==> config.mk <==
export PLATFORM = sky130hd
export DESIGN_NAME = spmp_csr_file
export DESIGN_NICKNAME = d
export VERILOG_FILES = /design/src/rtl/spmp_csr_file.sv
export SDC_FILE = /design/constraint.sdc
export NUM_CORES = 1
export LEC_CHECK = 0
export ABC_AREA = 1
export CAP_MARGIN = 0
export CORE_AREA = 2 2 278 280
export DETAILED_ROUTE_END_ITERATION = 8
export DIE_AREA = 0 0 280 282
export PLACE_DENSITY = 0.67
export SKIP_LAST_GASP = 1
export SYNTH_ARGS = -nofsm -noshare
export SYNTH_HDL_FRONTEND = slang
export SYNTH_SLANG_ARGS = --single-unit
==> constraint.sdc <==
create_clock -name clk_i -period 3.2 [get_ports clk_i]
set_input_delay 0.48 -clock clk_i [delete_from_list [all_inputs] [get_ports clk_i]]
set_output_delay 0.48 -clock clk_i [all_outputs]
set_load 0.02 [all_outputs]
==> src/rtl/spmp_csr_file.sv <==
// rtl/spmp_csr_file.sv - SPMP cfg/addr/switch CSR state with WARL writes and an entry-clear sequencer.
// Optional feature macro: SPMP_CHANGE_FLUSH_EN (flush pulse on any effective configuration change).
module spmp_csr_file #(
  parameter int unsigned NrSPMPEntries = 8,
  parameter int unsigned PLEN          = 56
) (
  input  logic                                     clk_i,
  input  logic                                     rst_ni,
  input  logic                                     req_valid_i,
  output logic                                     req_ready_o,
  input  logic                                     req_we_i,
  input  logic [7:0]                               req_addr_i,
  input  logic [63:0]                              req_wdata_i,
  output logic                                     rsp_valid_o,
  output logic [63:0]                              rsp_rdata_o,
  output logic                                     rsp_err_o,
  input  logic                                     clear_i,
  output logic                                     busy_o,
  output logic                                     clear_done_o,
  output logic                                     flush_o,
  output logic [NrSPMPEntries-1:0][7:0]            spmpcfg_o,
  output logic [NrSPMPEntries-1:0][PLEN-3:0]       spmpaddr_o,
  output logic [63:0]                              spmpswitch_o
);

  localparam int unsigned N  = NrSPMPEntries;
  localparam int unsigned AW = PLEN - 2;
  localparam logic [5:0]  LAST_CNT = 6'(N - 1);
  localparam logic [63:0] SW_MASK  = (N >= 64) ? {64{1'b1}} : ((64'd1 << N) - 64'd1);

  typedef enum logic {IDLE, CLEAR} state_e;

  state_e                state_q, state_d;
  logic [5:0]            cnt_q, cnt_d;
  logic [N-1:0][7:0]     cfg_q, cfg_d;
  logic [N-1:0][AW-1:0]  addr_q, addr_d;
  logic [63:0]           sw_q, sw_d;

  logic                  rsp_valid_q, rsp_err_q;
  logic [63:0]           rsp_rdata_q;

  logic [1:0]            region;
  logic [5:0]            idx;
  logic                  legal;
  logic                  accept;
  logic [63:0]           rd_val;
  logic [7:0]            wbyte;

  assign region = req_addr_i[7:6];
  assign idx    = req_addr_i[5:0];

  assign req_ready_o = rst_ni && (state_q == IDLE) && !clear_i;
  assign accept      = req_valid_i && req_ready_o;

  always_comb begin
    legal = 1'b0;
    case (region)
      2'b00:   legal = ((32'(idx) << 3) < N);
      2'b01:   legal = (32'(idx) < N);
      2'b10:   legal = (idx == 6'd0);
      default: legal = 1'b0;
    endcase
  end

  // Old value of the addressed register; entries beyond N stay zero in the cfg word.
  always_comb begin
    rd_val = 64'd0;
    case (region)
      2'b00: begin
        for (int e = 0; e < int'(N); e++) begin
          if ((e / 8) == int'(idx)) rd_val[(e % 8) * 8 +: 8] = cfg_q[e];
        end
      end
      2'b01: begin
        for (int e = 0; e < int'(N); e++) begin
          if (e == int'(idx)) rd_val = 64'(addr_q[e]);
        end
      end
      2'b10:   rd_val = sw_q;
      default: rd_val = 64'd0;
    endcase
  end

  always_comb begin
    state_d = state_q;
    cnt_d   = cnt_q;
    cfg_d   = cfg_q;
    addr_d  = addr_q;
    sw_d    = sw_q;
    wbyte   = 8'd0;
    case (state_q)
      IDLE: begin
        if (clear_i) begin
          state_d = CLEAR;
          cnt_d   = 6'd0;
        end else if (accept && req_we_i && legal) begin
          case (region)
            2'b00: begin
              for (int e = 0; e < int'(N); e++) begin
                if ((e / 8) == int'(idx)) begin
                  wbyte = req_wdata_i[(e % 8) * 8 +: 8];
                  // S-mode with xwr=000 is reserved: that entry keeps its old byte.
                  if (!(wbyte[7] && (wbyte[2:0] == 3'b000)))
                    cfg_d[e] = {wbyte[7], 2'b00, wbyte[4:0]};
                end
              end
            end
            2'b01: begin
              for (int e = 0; e < int'(N); e++) begin
                if (e == int'(idx)) addr_d[e] = req_wdata_i[AW-1:0];
              end
            end
            2'b10:   sw_d = req_wdata_i & SW_MASK;
            default: ;
          endcase
        end
      end
      CLEAR: begin
        for (int e = 0; e < int'(N); e++) begin
          if (e == int'(cnt_q)) begin
            cfg_d[e]  = 8'd0;
            addr_d[e] = '0;
          end
        end
        if (cnt_q == 6'd0) sw_d = 64'd0;
        if (cnt_q == LAST_CNT) state_d = IDLE;
        else cnt_d = cnt_q + 6'd1;
      end
      default: state_d = IDLE;
    endcase
  end

  always_ff @(posedge clk_i) begin
    if (!rst_ni) begin
      state_q     <= IDLE;
      cnt_q       <= 6'd0;
      cfg_q       <= '0;
      addr_q      <= '0;
      sw_q        <= 64'd0;
      rsp_valid_q <= 1'b0;
      rsp_err_q   <= 1'b0;
      rsp_rdata_q <= 64'd0;
    end else begin
      state_q     <= state_d;
      cnt_q       <= cnt_d;
      cfg_q       <= cfg_d;
      addr_q      <= addr_d;
      sw_q        <= sw_d;
      rsp_valid_q <= accept;
      rsp_err_q   <= accept && !legal;
      rsp_rdata_q <= (accept && legal) ? rd_val : 64'd0;
    end
  end

  assign rsp_valid_o  = rsp_valid_q;
  assign rsp_err_o    = rsp_err_q;
  assign rsp_rdata_o  = rsp_rdata_q;
  assign busy_o       = (state_q == CLEAR);
  assign clear_done_o = (state_q == CLEAR) && (cnt_q == LAST_CNT);
  assign spmpcfg_o    = cfg_q;
  assign spmpaddr_o   = addr_q;
  assign spmpswitch_o = sw_q;

`ifdef SPMP_CHANGE_FLUSH_EN
  logic changed;
  logic flush_q;

  assign changed = (cfg_d != cfg_q) || (addr_d != addr_q) || (sw_d != sw_q);

  always_ff @(posedge clk_i) begin
    if (!rst_ni) flush_q <= 1'b0;
    else         flush_q <= accept && req_we_i && legal && changed;
  end

  assign flush_o = flush_q || clear_done_o;
`else
  assign flush_o = 1'b0;
`endif

endmodule

# Word level (Yosys, flattened, before mapping)
# Index checks and enable logic that the tools add are counted.
# totals
output_inout_bits	630
reg_bits	633
# classes
n_eq_ne	49
n_reduce_logical	50
order_cmp	2
n_addsub	1
n_mux	77
bitwise_logic	1
# ops
operator	count
432-bit two-way mux	3
54-bit two-way mux	17
64-bit two-way mux	14
432-bit case mux with 2 select lines	1
8-bit two-way mux	32
64-bit case mux with 2 select lines	2
64-bit case mux with 3 select lines	1
4-bit by 6-bit == test with 1-bit output (first input constant)	8
6-bit AND reduction	8
2-bit by 1-bit != test with 1-bit output (second input constant)	21
5-bit AND reduction	8
3-bit by 6-bit == test with 1-bit output (first input constant)	4
3-bit logical NOT	8
6-bit logical NOT	4
2-bit != test (second input constant)	11
1-bit logical AND	16
2-bit by 6-bit == test with 1-bit output (first input constant)	2
6-bit two-way mux	2
6-bit case mux with 2 select lines	1
9-bit by 4-bit < comparator with 1-bit output (second input constant)	1
6-bit by 1-bit adder with 6-bit output (second input constant)	1
6-bit by 3-bit == test with 1-bit output (second input constant)	1
6-bit by 4-bit < comparator with 1-bit output (second input constant)	1
2-bit AND reduction	2
other kinds (9)	11

# Depth between registers and ports, before layout
# Gate-level depths: netlist of the first run.
# logic_depth
depth_word	10
ltp_mapped	15

# Worst setup path before layout of the first run
# Ideal clock, no wire load.
# synth_timing
kind	flip-flop to output port
start	reg state_q (netlist: busy_o)
end	out clear_done_o
setup_slack_ns	0.824
arrival_ns	1.896
path_stages_with_launch	7
t_required_ns	2.720
path_buffers	4
cell_sequence	dfxtp_1 buf_2 clkinv_1 buf_2 clkbuf_1 clkbuf_1 nor3_1
# synth_via
elab_chain_len	1
# synth_rtl
element	line	source
start, declared	33	state_e state_q, state_d;
start signal, assigned	144	state_q <= state_d;
1-bit logical AND	159	assign clear_done_o = (state_q == CLEAR) && (cnt_q == LAST_CNT);
end, declared	19	output logic clear_done_o,
# No other way between the ends.

# Final worst setup path of the first run
# layout_timing
start	reg cnt_q[4]
end	out clear_done_o
# layout_via
elab_chain_len	2
# layout_rtl
element	line	source
start, declared	34	logic [5:0] cnt_q, cnt_d;
start signal, assigned	145	cnt_q <= cnt_d;
6-bit by 3-bit == test with 1-bit output	159	
1-bit logical AND	159	
# No other way between the ends.

==> results of run 1 <==
==> metrics by stage <==
step / hold slack [ns] / utilization [%] / area (sq um)
6_report: 0.2224 / 46.55 / 35240
3_3_place_gp: 0.4508 / 43.55 / 32960
2_1_floorplan: 0.4371 / - / 25590
3_5_place_dp: 0.4483 / 43.55 / 32960
5_1_grt: 0.2022 / 46.55 / 35240
4_1_cts: 0.1864 / 46.55 / 35240
==> synthesized netlist by cell type (all sizes together), types with 5 or more instances <==
cell type | instances | area share [%]
clkinv | 36 | 0.53
nand2 | 1007 | 15
o211ai | 5 | 0.15
a22o | 7 | 0.24
nand4 | 382 | 9.4
clkbuf | 208 | 3.1
a21oi | 549 | 11
nand3 | 127 | 2.6
nor2 | 259 | 3.9
inv | 172 | 2.6
buf | 170 | 4.1
dfxtp | 558 | 44
o21ai | 115 | 2.3
nor3 | 11 | 0.24
==> layout make-up <==
| type | count | area [sq um] |
|---|---|---|
| clock buffers | 94 | 1942 |
| clock inverters | 22 | 329.1 |
| fillers | 7552 | 40460 |
| inverters | 208 | 790.8 |
| multi-input cells | 2565 | 12090 |
| flip-flops and latches | 558 | 11170 |
| well taps | 978 | 1224 |
| repair buffers | 764 | 7690 |
==> what timing repair did <==
| item | in CTS | in global routing |
|---|---|---|
| endpoints found under the setup margin | 0 | 1 |
| resized for setup | 0 | 1 |
| hold buffers | 0 | 0 |
==> report_power, final <==
part / switching, W / total [W] / internal [W]
Combinational: 0.00166 / 0.00227 / 0.000614
Clock: 0.00319 / 0.00800 / 0.00481
Sequential: 0.000109 / 0.00718 / 0.00707
==> how the worst max path moves through the flow <==
stage / startpoint / end / slack (ns) / cells after the start
floorplan: busy_o / clear_done_o / 0.82 / 6
global placement: req_addr_i[1] / spmpcfg_o[0] / 0.12 / 10
detailed placement: req_addr_i[1] / spmpcfg_o[2] / 0.08 / 10
CTS: cnt_q[4] / clear_done_o / 0.03 / 4
global route: cnt_q[5] / clear_done_o / 0.16 / 4
finish: cnt_q[4] / clear_done_o / 0.28 / 4
==> registers in the layout, summed over array words and instances, names as in the netlist <==
register / count
rsp_valid_o: 1
spmpaddr_o: 432
cnt_q: 6
rsp_rdata_o: 61
busy_o: 1
spmpcfg_o: 48
rsp_err_o: 1
spmpswitch_o: 8
==> cells by family (layout without fill, tap and decap cells) <==
group / count (synthesis) / in the layout / share of synthesized area, %
and+or+nand+nor: 1794 / 1794 / 31.37
adders and majority gates: 4 / 4 / 0.1978
AOI/OAI and AO/OA: 691 / 691 / 14.02
other: 1 / 76 / 0.01482
buffers and inverters: 586 / 1088 / 10.25
DFF: 558 / 558 / 44.15
==> per-layer routing <==
| layer | wire [microns] | part of all wire [%] |
|---|---|---|
| met1 | 51530 | 39 |
| met2 | 57910 | 44 |
| met3 | 15540 | 12 |
| met4 | 7466 | 5.6 |
| met5 | 0 | 0 |
==> critical path, stage by stage (launching register included) <==
cell	delay [ns]
dfxtp_1	0.34
nor2_1	0.31
nand2_1	0.19
nor3_2	0.31
clkdlybuf4s50_1	0.68
==> results.toml, run 1 <==
[status]
status = "complete, no violations"

[pwr]
p_per_area_nw_per_um2 = 495.2
p_leak_nw = 12.80
ir_drop_v = 0.0003829
power_w = 0.01745

[sta]
fmax_mhz = 342.2
tightestPinTransition_ns = 1.163
skew_ns = 0.02236
tns_ns = 0
timing.final.crit_share_pct = 91.32
slew-limit-headroom_pct = 22.44
setup_viol = 0
fin_crit_ns = 2.922
rsz0062_at_grt = "no"
hold_viol = 0
setup_ws_ns = 0.2776
slew_violations = 0

[global_routing]
globalRouteMet3Util_pct = 9.024
grt_max_degree = 193
gr-usage-all-layers_pct = 31.99
overflow = 0
busiest_layer = "met2"
met1_usage_pct = 41.23
met2_usage_pct = 49.03
grt_pass1_wl_mm = 187.4
grt_pass1_vias = 26773
grt_antenna_before_repair = 3

[worst_hold_path]
worstHoldPathType = "primary input to flop"
hold_start = "rst_ni"
worstHoldEndpoint = "spmpaddr_o[48]"
worstHoldPathCells = 3

[route]
ant_nets = 0
wl_mm = 132.4
drt_drc_violations_left = 0
wl_per_cell_microns = 25.52
drt-initial-drc-count = 3895
first_pass_iters = 9
viasPerCell = 5.684
vias = 29493

[setup_path]
reg2reg_slack_ns = 0.58
cp-end-kind = "output pin"
cp_max_fo = 6
crit_arrival_ns = 2.44
r2r-end = "spmpcfg_o[3]"
startpoint_type = "flop"
cp.required_ns = 2.72
r2r_cells = 10
rr_startpoint = "busy_o"
critPathKind = "flop to output pin"

[yosys]
synth_edf_count = 0
synth_area_sq_um = 25300
ys_seq_elements = 558
yosysWarnings = 0
synth-seq-area-share_pct = 44.15
syn_inst = 3634
syn_area_per_cell_sq_um = 6.963
yosys.cell_types.count = 36
async_flop_share_pct = 0
synth-main-ff-cell = "dfxtp_1"

[floorplan]
die_y_microns = 282
die_x_microns = 280
ios = 707
die-area_sq_um = 78960
core_sq_um = 75700
rows = 101
start_util_pct = 33.43

[place]
place_ws_ns = 0.07869
dp.cells = 5073
portBuffers = 627
dp_hpwl_mm = 88.85
place.gp.congestion = 0.9182

[final_layout]
final_cell_mix = "nand2_1 (1001), clkdlybuf4s50_1 (626), dfxtp_1 (557)"
drive_gt1_share_pct = 6.934
layout_commonest_cell = "nand2_1"
diodes = 0
fin_cells = 5189
nets = 4246
areaGrowthSynthToFinish_pct = 39.27

[cts]
clk_pin_slew_worst_paths_ns = 0.06
cts_buffer_depth = 3
cts_buffers = 68
postCtsSetupRepairBufs = 0
cts_tree = "done"
h-tree-depth = 3
cts_num_sinks = 558
cts-root-buf = "clkbuf_16"
clock_latency_ns = 0.61

[run]
drv_cap = 0
Power figures use the tool's default switching activity.
==> run 2: changes to the inputs <==
- CORE_AREA: 2 2 278 280 -> 3 3 271 273
- DIE_AREA: 0 0 280 282 -> 0 0 274 276
- PLACE_DENSITY: 0.67 -> 0.7
==> results.toml, run 2 (same netlist as run 1, synthesis figures left out) <==
[floorplan]
core_sq_um = 71360
rows = 98
die_x_microns = 274
start_util_pct = 35.46
die_y_microns = 276
die-area_sq_um = 75620
ios = 707

[sta]
setup_viol = 0
slew-limit-headroom_pct = 18.73
tightestPinTransition_ns = 1.219
hold_viol = 0
rsz0062_at_grt = "no"
fin_crit_ns = 2.959
fmax_mhz = 337.9
slew_violations = 0
whs_ns = 0.2696
skew_ns = 0.03895
tns_ns = 0
timing.final.crit_share_pct = 92.48

[cts]
clock_latency_ns = 0.61
postCtsSetupRepairBufs = 0
clk_pin_slew_worst_paths_ns = 0.06
cts_buffer_depth = 3
cts_tree = "done"
ctsHoldBuffers = 0
cts_num_sinks = 558
cts_resized = 0
cts-root-buf = "clkbuf_16"
h-tree-depth = 3
cts_buffers = 68

[pwr]
power.share.clock_pct = 45.2
p_int_w = 0.01219
switching_power_w = 0.004994
ir_drop_v = 0.0003477
pwr-share-seq_pct = 41.8
p_leak_nw = 12.75
p_sw_share_pct = 29.06
power_frac_comb_pct = 13.0
p_per_area_nw_per_um2 = 489.8

[final_layout]
largest_register_ffs = 432
areaGrowthSynthToFinish_pct = 38.66
layout_commonest_cell = "nand2_1"
final_cell_mix = "nand2_1 (1001), clkdlybuf4s50_1 (625), dfxtp_1 (557)"
diodes = 0
nets = 4244
fillers = 7016
drive_gt1_share_pct = 6.906

[setup_path]
reg2reg_slack_ns = 0.46
crit_arrival_ns = 2.48
startpoint_type = "flop"
cp-end-kind = "output pin"
cp.required_ns = 2.72
cp_max_fo = 10
critPathKind = "flop to output pin"

[global_routing]
grt_max_degree = 191
grt_pass1_vias = 27016
gr-usage-all-layers_pct = 32.95
grt_pass1_wl_mm = 186.8
grt_antenna_before_repair = 5
overflow = 0

[worst_hold_path]
worstHoldPathType = "primary input to flop"

[route]
drt_drc_violations_left = 0
drt-initial-drc-count = 4016
wl_mm = 131.3
first_pass_iters = 7
viasPerCell = 5.698
vias = 29425
wl_per_cell_microns = 25.43
ant_nets = 0

[status]
status = "complete, no violations"

[run]
drv_cap = 0

[place]
place.gp.congestion = 0.9028
portBuffers = 627
dp_hpwl_mm = 88.53
==> run 2: changes by cell type in the layout (fill, tap and decap cells not counted), sizes merged <==
cell           change
bufinv             -4
buf                -1
inv                +3
clkdlybuf4s50      -1
clkinvlp           +1
clkbuf             +5
==> run 2: area by class of cell <==
| type | instances | area, sq um | share of cell area (%) |
|---|---|---|---|
| timing repair buffer | 762 | 7660 | 21.83 |
| multi-input combinational | 2565 | 12080 | 34.43 |
| clock inverter | 22 | 246.5 | 0.7025 |
| inverter | 208 | 789.5 | 2.250 |
| clock buffer | 99 | 1949 | 5.556 |
| sequential | 558 | 11170 | 31.84 |
| tap | 950 | 1189 | 3.388 |
==> run 2: per-stage QoR <==
stage                     instances  power, W  utilization [%]  worst slack (ns)  area (sq um)
final                          5164   0.01719            49.17            0.2407         35090
after global routing           5164   0.01765            49.17            0.1422         35090
after floorplan                3709  0.008488                -            0.8237         25590
after global placement         5043  0.009501            46.08           0.06613         32890
after detailed placement       5043  0.009509            46.08           0.02194         32890
after CTS                      5164   0.01718            49.16           0.06501         35080
==> run 2: power groups by stage <==
| stage | registers, W | clock network (W) | logic, W |
|---|---|---|---|
| after floorplan | 0.00745 | 0 | 0.00104 |
| after global placement | 0.00733 | 0 | 0.00217 |
| after detailed placement | 0.00733 | 0 | 0.00218 |
| after CTS | 0.00718 | 0.00781 | 0.00218 |
| after global routing | 0.00719 | 0.00812 | 0.00233 |
| final | 0.00719 | 0.00776 | 0.00223 |
==> run 2: final timing paths <==
check / startpoint / end / cells past startpoint
setup / recovery: busy_o / clear_done_o / 3
hold / removal: rst_ni / spmpaddr_o[106] / 3
setup reg to reg: busy_o / spmpcfg_o[39] / 9
hold reg to reg: cnt_q[3] / cnt_q[3] / 2
==> run 2: worst max-delay path, cell delays in order, from the launching register on <==
cell and delay, ns:
dfxtp_2 0.63, clkinv_2 0.24, nor3_2 0.34, clkdlybuf4s50_1 0.67
==> run 2: per-layer routing <==
layer / vias to the layer above / track usage, % / routed length, microns
met5: - / 0 / 57
met4: 6 / 16.88 / 7588
met3: 417 / 8.904 / 15290
met2: 2070 / 50.28 / 57290
met1: 13853 / 42.61 / 51080
li1: 13079 / - / -
